[src/rtl/rv32_pkg.sv]
// Shared pipeline constants and helpers for the RV32 hazard/forwarding logic.
// Pure definitions; no state, no latency, no flow control.
package rv32_pkg;

    // Architectural zero register: never a real producer, never forwarded.
    localparam int unsigned REG_X0 = 0;

    // Widest forwarding-stage vector the priority helper accepts.
    localparam int MAX_FWD = 32;

    // Index of the lowest set bit (the youngest stage); MAX_FWD when none set.
    function automatic int lowest_set(input logic [MAX_FWD-1:0] vec);
        int idx;
        idx = MAX_FWD;
        for (int k = MAX_FWD - 1; k >= 0; k--) begin
            if (vec[k]) begin
                idx = k;
            end
        end
        return idx;
    endfunction

endpackage

[src/rtl/fwd_priority_sel.sv]
// Youngest-match forwarding selector for a single source operand.
// Purely combinational (0 cycles); has no flow control of its own.
module fwd_priority_sel
    import rv32_pkg::*;
#(
    parameter int XLEN    = 32,
    parameter int REG_AW  = 5,
    parameter int NUM_FWD = 3
) (
    input  logic                      rd_en_i,
    input  logic [REG_AW-1:0]         rs_i,
    input  logic [NUM_FWD-1:0]        stg_valid_i,
    input  logic [NUM_FWD-1:0]        stg_wb_en_i,
    input  logic [NUM_FWD-1:0]        stg_ready_i,
    input  logic [NUM_FWD*REG_AW-1:0] stg_addr_i,
    input  logic [NUM_FWD*XLEN-1:0]   stg_data_i,
    output logic                      hit_o,
    output logic                      ready_o,
    output logic [XLEN-1:0]           data_o
);

    logic [MAX_FWD-1:0] match_vec;
    logic               rs_nonzero;
    int                 win;

    assign rs_nonzero = (rs_i != REG_AW'(REG_X0));

    always_comb begin
        match_vec = '0;
        for (int s = 0; s < NUM_FWD; s++) begin
            match_vec[s] = rd_en_i & rs_nonzero & stg_valid_i[s] & stg_wb_en_i[s]
                         & (stg_addr_i[s*REG_AW +: REG_AW] == rs_i);
        end
    end

    assign win   = lowest_set(match_vec);
    assign hit_o = (win != MAX_FWD);

    // Only the winning stage is looked at; older matches never leak through.
    always_comb begin
        ready_o = 1'b0;
        data_o  = '0;
        for (int s = 0; s < NUM_FWD; s++) begin
            if (win == s) begin
                ready_o = stg_ready_i[s];
                data_o  = stg_data_i[s*XLEN +: XLEN];
            end
        end
    end

endmodule

[src/rtl/fwd_hazard_unit.sv]
// RAW hazard, forwarding and stall control between OF and EX/MEM/WB results.
// Forwarded operands are registered (1 cycle); stall is combinational and holds IF/OF.
module fwd_hazard_unit
    import rv32_pkg::*;
#(
    parameter int XLEN    = 32,
    parameter int REG_AW  = 5,
    parameter int NUM_SRC = 2,
    parameter int NUM_FWD = 3,
    parameter int MAX_LO  = 4
) (
    input  logic                      clk,
    input  logic                      resetn,
    input  logic                      of_valid,
    input  logic [NUM_SRC*REG_AW-1:0] of_rs_sel,
    input  logic [NUM_SRC-1:0]        of_rs_used,
    input  logic [NUM_FWD-1:0]        stg_valid,
    input  logic [NUM_FWD-1:0]        stg_wb_en,
    input  logic [NUM_FWD-1:0]        stg_ready,
    input  logic [NUM_FWD*REG_AW-1:0] stg_addr,
    input  logic [NUM_FWD*XLEN-1:0]   stg_data,
    input  logic                      lo_issue,
    input  logic [REG_AW-1:0]         lo_rd,
    input  logic                      lo_done,
    input  logic [REG_AW-1:0]         lo_done_rd,
    output logic [NUM_SRC*XLEN-1:0]   fwd_rs_data,
    output logic [NUM_SRC-1:0]        fwd_rs_enable,
    output logic                      stall,
    output logic                      lo_full
);

    localparam int NREG  = 2 ** REG_AW;
    localparam int CNT_W = $clog2(MAX_LO + 1);

    logic [NUM_SRC-1:0] src_hit;
    logic [NUM_SRC-1:0] src_rdy;
    logic [XLEN-1:0]    src_dat [NUM_SRC];

    logic [NUM_SRC*XLEN-1:0] fwd_data_q, fwd_data_d;
    logic [NUM_SRC-1:0]      fwd_en_q, fwd_en_d;
    logic [NREG-1:0]         busy_q, busy_d;
    logic [CNT_W-1:0]        lo_cnt_q, lo_cnt_d;

    logic load_use;
    logic sb_hit;

    for (genvar g = 0; g < NUM_SRC; g++) begin : g_src
        fwd_priority_sel #(
            .XLEN    (XLEN),
            .REG_AW  (REG_AW),
            .NUM_FWD (NUM_FWD)
        ) u_sel (
            .rd_en_i     (of_valid & of_rs_used[g]),
            .rs_i        (of_rs_sel[g*REG_AW +: REG_AW]),
            .stg_valid_i (stg_valid),
            .stg_wb_en_i (stg_wb_en),
            .stg_ready_i (stg_ready),
            .stg_addr_i  (stg_addr),
            .stg_data_i  (stg_data),
            .hit_o       (src_hit[g]),
            .ready_o     (src_rdy[g]),
            .data_o      (src_dat[g])
        );
    end

    // Data keeps its last value when nothing usable matches; only enable drops.
    always_comb begin
        fwd_data_d = fwd_data_q;
        fwd_en_d   = '0;
        for (int i = 0; i < NUM_SRC; i++) begin
            if (src_hit[i] && src_rdy[i]) begin
                fwd_en_d[i]                = 1'b1;
                fwd_data_d[i*XLEN +: XLEN] = src_dat[i];
            end
        end
    end

    // Clear first so a same-register issue in the same cycle wins.
    always_comb begin
        busy_d = busy_q;
        if (lo_done) begin
            busy_d[lo_done_rd] = 1'b0;
        end
        if (lo_issue && (lo_rd != REG_AW'(REG_X0))) begin
            busy_d[lo_rd] = 1'b1;
        end
    end

    assign lo_full = (lo_cnt_q == CNT_W'(MAX_LO));

    always_comb begin
        lo_cnt_d = lo_cnt_q;
        if (lo_issue && !lo_done && !lo_full) begin
            lo_cnt_d = lo_cnt_q + CNT_W'(1);
        end else if (lo_done && !lo_issue && (lo_cnt_q != '0)) begin
            lo_cnt_d = lo_cnt_q - CNT_W'(1);
        end
    end

    always_comb begin
        load_use = 1'b0;
        sb_hit   = 1'b0;
        for (int i = 0; i < NUM_SRC; i++) begin
            if (src_hit[i] && !src_rdy[i]) begin
                load_use = 1'b1;
            end
            if (of_valid && of_rs_used[i] && busy_q[of_rs_sel[i*REG_AW +: REG_AW]]
                && !(src_hit[i] && src_rdy[i])) begin
                sb_hit = 1'b1;
            end
        end
    end

    assign stall = load_use | sb_hit | (lo_full & lo_issue);

    always_ff @(posedge clk or negedge resetn) begin
        if (!resetn) begin
            fwd_data_q <= '0;
            fwd_en_q   <= '0;
            busy_q     <= '0;
            lo_cnt_q   <= '0;
        end else begin
            fwd_data_q <= fwd_data_d;
            fwd_en_q   <= fwd_en_d;
            busy_q     <= busy_d;
            lo_cnt_q   <= lo_cnt_d;
        end
    end

    assign fwd_rs_data   = fwd_data_q;
    assign fwd_rs_enable = fwd_en_q;

    // Caller protocol: never overflow or underflow the outstanding count.
    a_no_issue_when_full: assert property (@(posedge clk) disable iff (!resetn)
        !(lo_issue && !lo_done && lo_full));
    a_no_done_when_empty: assert property (@(posedge clk) disable iff (!resetn)
        !(lo_done && !lo_issue && (lo_cnt_q == '0)));

endmodule
[config.mk]
export PLATFORM = sky130hd
export DESIGN_NAME = fwd_hazard_unit
export DESIGN_NICKNAME = d
export VERILOG_FILES = /design/src/rtl/rv32_pkg.sv /design/src/rtl/fwd_priority_sel.sv /design/src/rtl/fwd_hazard_unit.sv
export SDC_FILE = /design/constraint.sdc
export NUM_CORES = 1
export LEC_CHECK = 0
export ABC_CLOCK_PERIOD_IN_PS = 5800
export CORE_AREA = 2 2 100 150
export DETAILED_ROUTE_END_ITERATION = 16
export DIE_AREA = 0 0 102 152
export PLACE_DENSITY = 0.78
export SLEW_MARGIN = 25
export SYNTH_ARGS = -nofsm -noshare
export SYNTH_HDL_FRONTEND = slang
export SYNTH_SLANG_ARGS = --single-unit
[constraint.sdc]
create_clock -name clk -period 5.8 [get_ports clk]
set_clock_uncertainty 0.2 [all_clocks]
set_input_delay 0.87 -clock clk [delete_from_list [all_inputs] [get_ports clk]]
set_output_delay 0.87 -clock clk [all_outputs]
set_load 0.005 [all_outputs]
# Yosys cells after proc, flatten, opt, wreduce, memory -nomap -nowiden
# Index checks and enable logic that the tools add are counted.
# op_classes
n_addsub	2
order_cmp	6
n_eq_ne	13
muxes	36
bitwise	28
n_reduce_logical	31
# op_table
operator	n
$mux W32	8
$logic_not A32 Y1	2
$mux W6	6
$and A32 B32 Y32	1
$not A32 Y32	1
$or A32 B32 Y32	1
$eq A5 B5 Y1	6
$lt A5 B6 Y1 const B	4
$and A1 B1 Y1	23
$logic_and A1 B1 Y1	17
$mux W1	16
$reduce_bool A5 Y1	3
$eq A6 B1 Y1 const B	2
$eq A6 B2 Y1 const B	2
$ne A6 B6 Y1 const B	2
$bmux W1 S5	2
$demux W1 S5	2
$ge A5 B1 Y1 const B	2
$logic_not A1 Y1	7
$mux W3	2
$add A3 B1 Y3 const B	1
$eq A3 B3 Y1 const B	1
$reduce_bool A3 Y1	1
$sub A3 B1 Y3 const B	1
other kinds (2)	3
# word_totals
reg_bits	101
in_bits	147
output_inout_bits	68
word_cells	121

# Depth between registers and ports, before layout
# depth
word_depth	19
mapped_depth	11
mapped_depth_nobuf	8

# By module
# From an unflattened synthesis, not the netlist that was laid out.
# hier_totals
hier_cells	710
hier_area_um2	6682.7
# modules_own_cells
module	instances	cells_each	area_per_inst_um2	seq_area_each_um2
fwd_hazard_unit	1	346	4585.6	2527.4
fwd_priority_sel	2	182	1048.5	0.0

# Worst setup path before layout
# OpenSTA, ideal clock, no wires.
# synth_timing
kind	input to output
start	in of_rs_sel[3]
end	out stall
arrival_ps	2606
t_required_ps	4730
setup_slack_ps	2124
path_stages	11
n_path_buf	5
path_cell_list	buf_4 -> xnor2_1 -> nand4_1 -> and4bb_1 -> buf_4 -> nor4bb_1 -> buf_2 -> a221o_1 -> buf_6 -> buf_12 -> o221ai_2
# synth_between
elab_chain_cells	19
elab_cells_between_ends	38
classes_between	eq/ne: 6; mux: 12; bitwise: 12; reduce/logical: 8
# synth_lines
item	line_no	rtl
from (decl)	fwd_hazard_unit.sv:15	input logic [NUM_SRC*REG_AW-1:0] of_rs_sel,
$reduce_bool A5 Y1	fwd_priority_sel.sv:26	assign rs_nonzero = (rs_i != REG_AW'(REG_X0));
$and A1 B1 Y1 (3 in a row)	fwd_priority_sel.sv:31	match_vec[s] = rd_en_i & rs_nonzero & stg_valid_i[s] & stg_wb_en_i[s]
$and A1 B1 Y1	fwd_priority_sel.sv:32	& (stg_addr_i[s*REG_AW +: REG_AW] == rs_i);
$mux W6 (3 in a row)	rv32_pkg.sv:16	if (vec[k]) begin
$logic_not A32 Y1	fwd_priority_sel.sv:44	if (win == s) begin
$mux W1 (3 in a row)	fwd_priority_sel.sv:44	
$logic_and A1 B1 Y1	fwd_hazard_unit.sv:108	&& !(src_hit[i] && src_rdy[i])) begin
$logic_not A1 Y1	fwd_hazard_unit.sv:108	
$logic_and A1 B1 Y1	fwd_hazard_unit.sv:108	
$mux W1 (2 in a row)	fwd_hazard_unit.sv:107	if (of_valid && of_rs_used[i] && busy_q[of_rs_sel[i*REG_AW +: REG_AW]]
$or A1 B1 Y1 * (2 in a row)	fwd_hazard_unit.sv:114	assign stall = load_use | sb_hit | (lo_full & lo_issue);
to (decl)	fwd_hazard_unit.sv:28	output logic stall,
# Every way passes the cells marked *; elsewhere a longest branch is shown, timed or not. The select of a mux whose other input is x is not followed.

# Worst setup path in the final report
# layout_timing
start	in of_rs_sel[2]
end	out stall
# The elaborated chain is that of the path after synthesis.

==> impl_metrics.py <==
metrics = {
    "clocking": {
        "clkSinkCount": 101,
        "worstSkewPairLatency_ps": 350,
        "postCtsHoldBufs": 0,
        "cts_tree": "yes",
        "postCtsSetupBuffers": 0,
        "numCtsBuffers": 9,
        "cts_buffer_depth": 2,
        "htreeDepth": 3,
        "clk_pin_slew_ps": 70,
        "root_buffer": "clkbuf_16",
        "cts_resized": 0,
    },
    "cells_and_area": {
        "antenna_cells": 0,
        "area_growth_pct": 39.2,
        "design_area_um2": 8680,
        "post-route-util_pct": 60.6,
        "nNetsFinal": 914,
        "final_layout_size_suffix_gt1_share_pct": 6.61,
        "fill_cells": 1244,
        "layoutNonFillerInstCount": 967,
    },
    "drt": {
        "wl_um": 19800,
        "viasPerCell": 5.98,
        "dr.pass1.iters": 13,
        "drc_errors": 0,
        "initialDrtViolationCount": 473,
        "vias": 5781,
        "wire_per_inst_um": 20.5,
        "postRouteAntennaNets": 0,
    },
    "setup_path": {
        "crit_path_start_kind": "input pin",
        "crit_path_end_kind": "output pin",
        "reg2reg_depth": 8,
        "required_ps": 4730,
        "cp_max_fo": 11,
        "cp.arrival_ps": 3970,
        "crit_type": "input pin to output pin",
    },
    "yosys": {
        "ys_types": 57,
        "yosys_warnings": 0,
        "syn_avg_cell_area_um2": 10.9,
        "ys_seq_elements": 101,
        "synth_edf_count": 0,
        "synth.cell_area_um2": 6230,
        "synth_nets": 721,
        "synth-seq-area-share_pct": 40.5,
        "ys.flop_type": "dfrtp_1",
        "synth-async-reset-ratio_pct": 100,
        "syn_inst": 573,
    },
    "run": {
        "drv_cap": 0,
    },
    "die": {
        "dieArea_um2": 15500,
        "die_w_um": 102,
        "placeableCoreArea_um2": 14300,
        "placementRows": 54,
        "io_pins": 215,
        "fp.dieH_um": 152,
        "initial_core_util_pct": 43.5,
    },
    "timing": {
        "tightest_slew_ps": 806,
        "final.setup.tns_ps": 0,
        "final_hold_viol_count": 0,
        "max-slew-margin-rel_pct": 46.3,
        "finalCritPeriodShare_pct": 86.9,
        "whs_ps": 268,
        "rsz0062_at_grt": "no",
        "fmax_mhz": 198,
        "period_minus_slack_ps": 5040,
        "slew_violations": 0,
        "setup_violations": 0,
    },
    "hold_path": {
        "min_path_type": "input pin to async pin",
    },
    "global_routing": {
        "grt_pass1_wl_um": 30800,
        "grt_max_degree": 65,
        "grt_usage_pct": 25.5,
        "grt_pass1_vias": 6184,
        "overflow": 0,
        "antenna_found_initial": 0,
    },
    "placement": {
        "hpwl_um": 15400,
        "post_dp_cell_area_um2": 8390,
        "place_inst": 951,
        "gp_congestion": 0.942,
        "io_buffers": 214,
    },
    "pwr": {
        "power.density_nw_per_um2": 256,
        "peakVddDrop_mv": 0.185,
        "power.leakage_nw": 3.45,
    },
    "run_status": {
        "outcome": "finished, final reports clean",
    },
}
[layout make-up]
cell class / instances / area, um2 / area share (%)
multi-input combinational: 359 / 3130 / 36.0
sequential: 101 / 2530 / 29.1
timing repair buffer: 226 / 2230 / 25.7
inverter: 69 / 259 / 2.99
tap: 196 / 245 / 2.83
clock buffer: 9 / 225 / 2.60
clock inverter: 7 / 62.6 / 0.721
[path summary, 6_finish.rpt]
path / from / to / slack (ps)
max in group asynchronous: resetn / fwd_rs_enable[0]$_DFF_PN0_ / 3930
setup / recovery: of_rs_sel[2] / stall / 760
min in group clk: fwd_rs_data[19]$_DFFE_PN0P_ / fwd_rs_data[19]$_DFFE_PN0P_ / 320
hold / removal: resetn / lo_cnt_q[1]$_DFFE_PN0P_ / 270
setup reg to reg: lo_cnt_q[0]$_DFFE_PN0P_ / lo_cnt_q[2]$_DFFE_PN0P_ / 3760
hold reg to reg: fwd_rs_data[19]$_DFFE_PN0P_ / fwd_rs_data[19]$_DFFE_PN0P_ / 320
[routing by layer]
metal	routed length, um	global-route usage (%)	up-vias
li1	-	-	2584
met1	6600	25.2	2850
met2	11000	48.1	276
met3	1250	5.06	71
met4	938	13.6	0
met5	0	0	-
[cells in the mapped netlist (all sizes together) (13+ instances only)]
master,instances,share of area (%)
a222oi,64,10
buf,23,4.0
clkbuf,19,1.1
dfrtp,101,41
inv,69,4.2
mux2i,76,12
mux4,13,5.2
nand2,13,0.78
nor2,15,0.90
o21ai,64,5.1
xnor2,17,2.4
xor2,14,2.4
[power breakdown]
part	internal, mW	switching (mW)
registers	0.850	0.113
clock network	0.302	0.283
logic	0.396	0.281
total	1.55	0.677
[critical path: stages]
cell,delay [ps]
clkdlybuf4s50_1,840
nor2_1,140
a21oi_2,300
and4bb_1,500
nor4bb_4,100
a221o_2,430
o221ai_2,220
clkdlybuf4s50_1,560
[state kept, by name (all words and copies together) (netlist names)]
name	flops
busy_q	32
fwd_rs_enable	2
fwd_rs_data	64
lo_cnt_q	3
[kinds of logic after synthesis]
kind of cell / count (synthesis) / synth area share, %
AO/OA/AOI/OAI: 155 / 18.9
XOR/XNOR: 31 / 4.78
adder cells (fa/ha/maj): 1 / 0.321
buffers and inverters: 113 / 9.61
flip-flops: 101 / 40.5
multiplexers: 89 / 17.4
AND/OR/NAND/NOR: 83 / 8.45
[through the flow]
stage | setup slack, ps | power [mW]
after floorplan | 2120 | 1.23
after global placement | 864 | 1.62
after global routing | 647 | 2.35
final | 761 | 2.22
after detailed placement | 786 | 1.65
after CTS | 765 | 2.24
[layout by cell type, fill, tap and decap left out, types with 4 or more instances in the layout]
master	Yosys	routed
buf_4	6	13
or3_1	4	4
nand2_1	13	13
mux4_2	5	5
o21ai_0	64	64
a21oi_1	5	5
xnor2_1	17	17
clkbuf_16	0	9
mux4_1	8	8
xor2_1	12	12
a222oi_1	64	64
clkdlybuf4s50_1	0	213
inv_1	69	69
nand4_1	5	5
nand3_1	11	11
nand3b_1	12	12
nor2_1	15	14
dfrtp_1	101	101
mux2i_1	76	76
(Power assumes the default switching activity.)
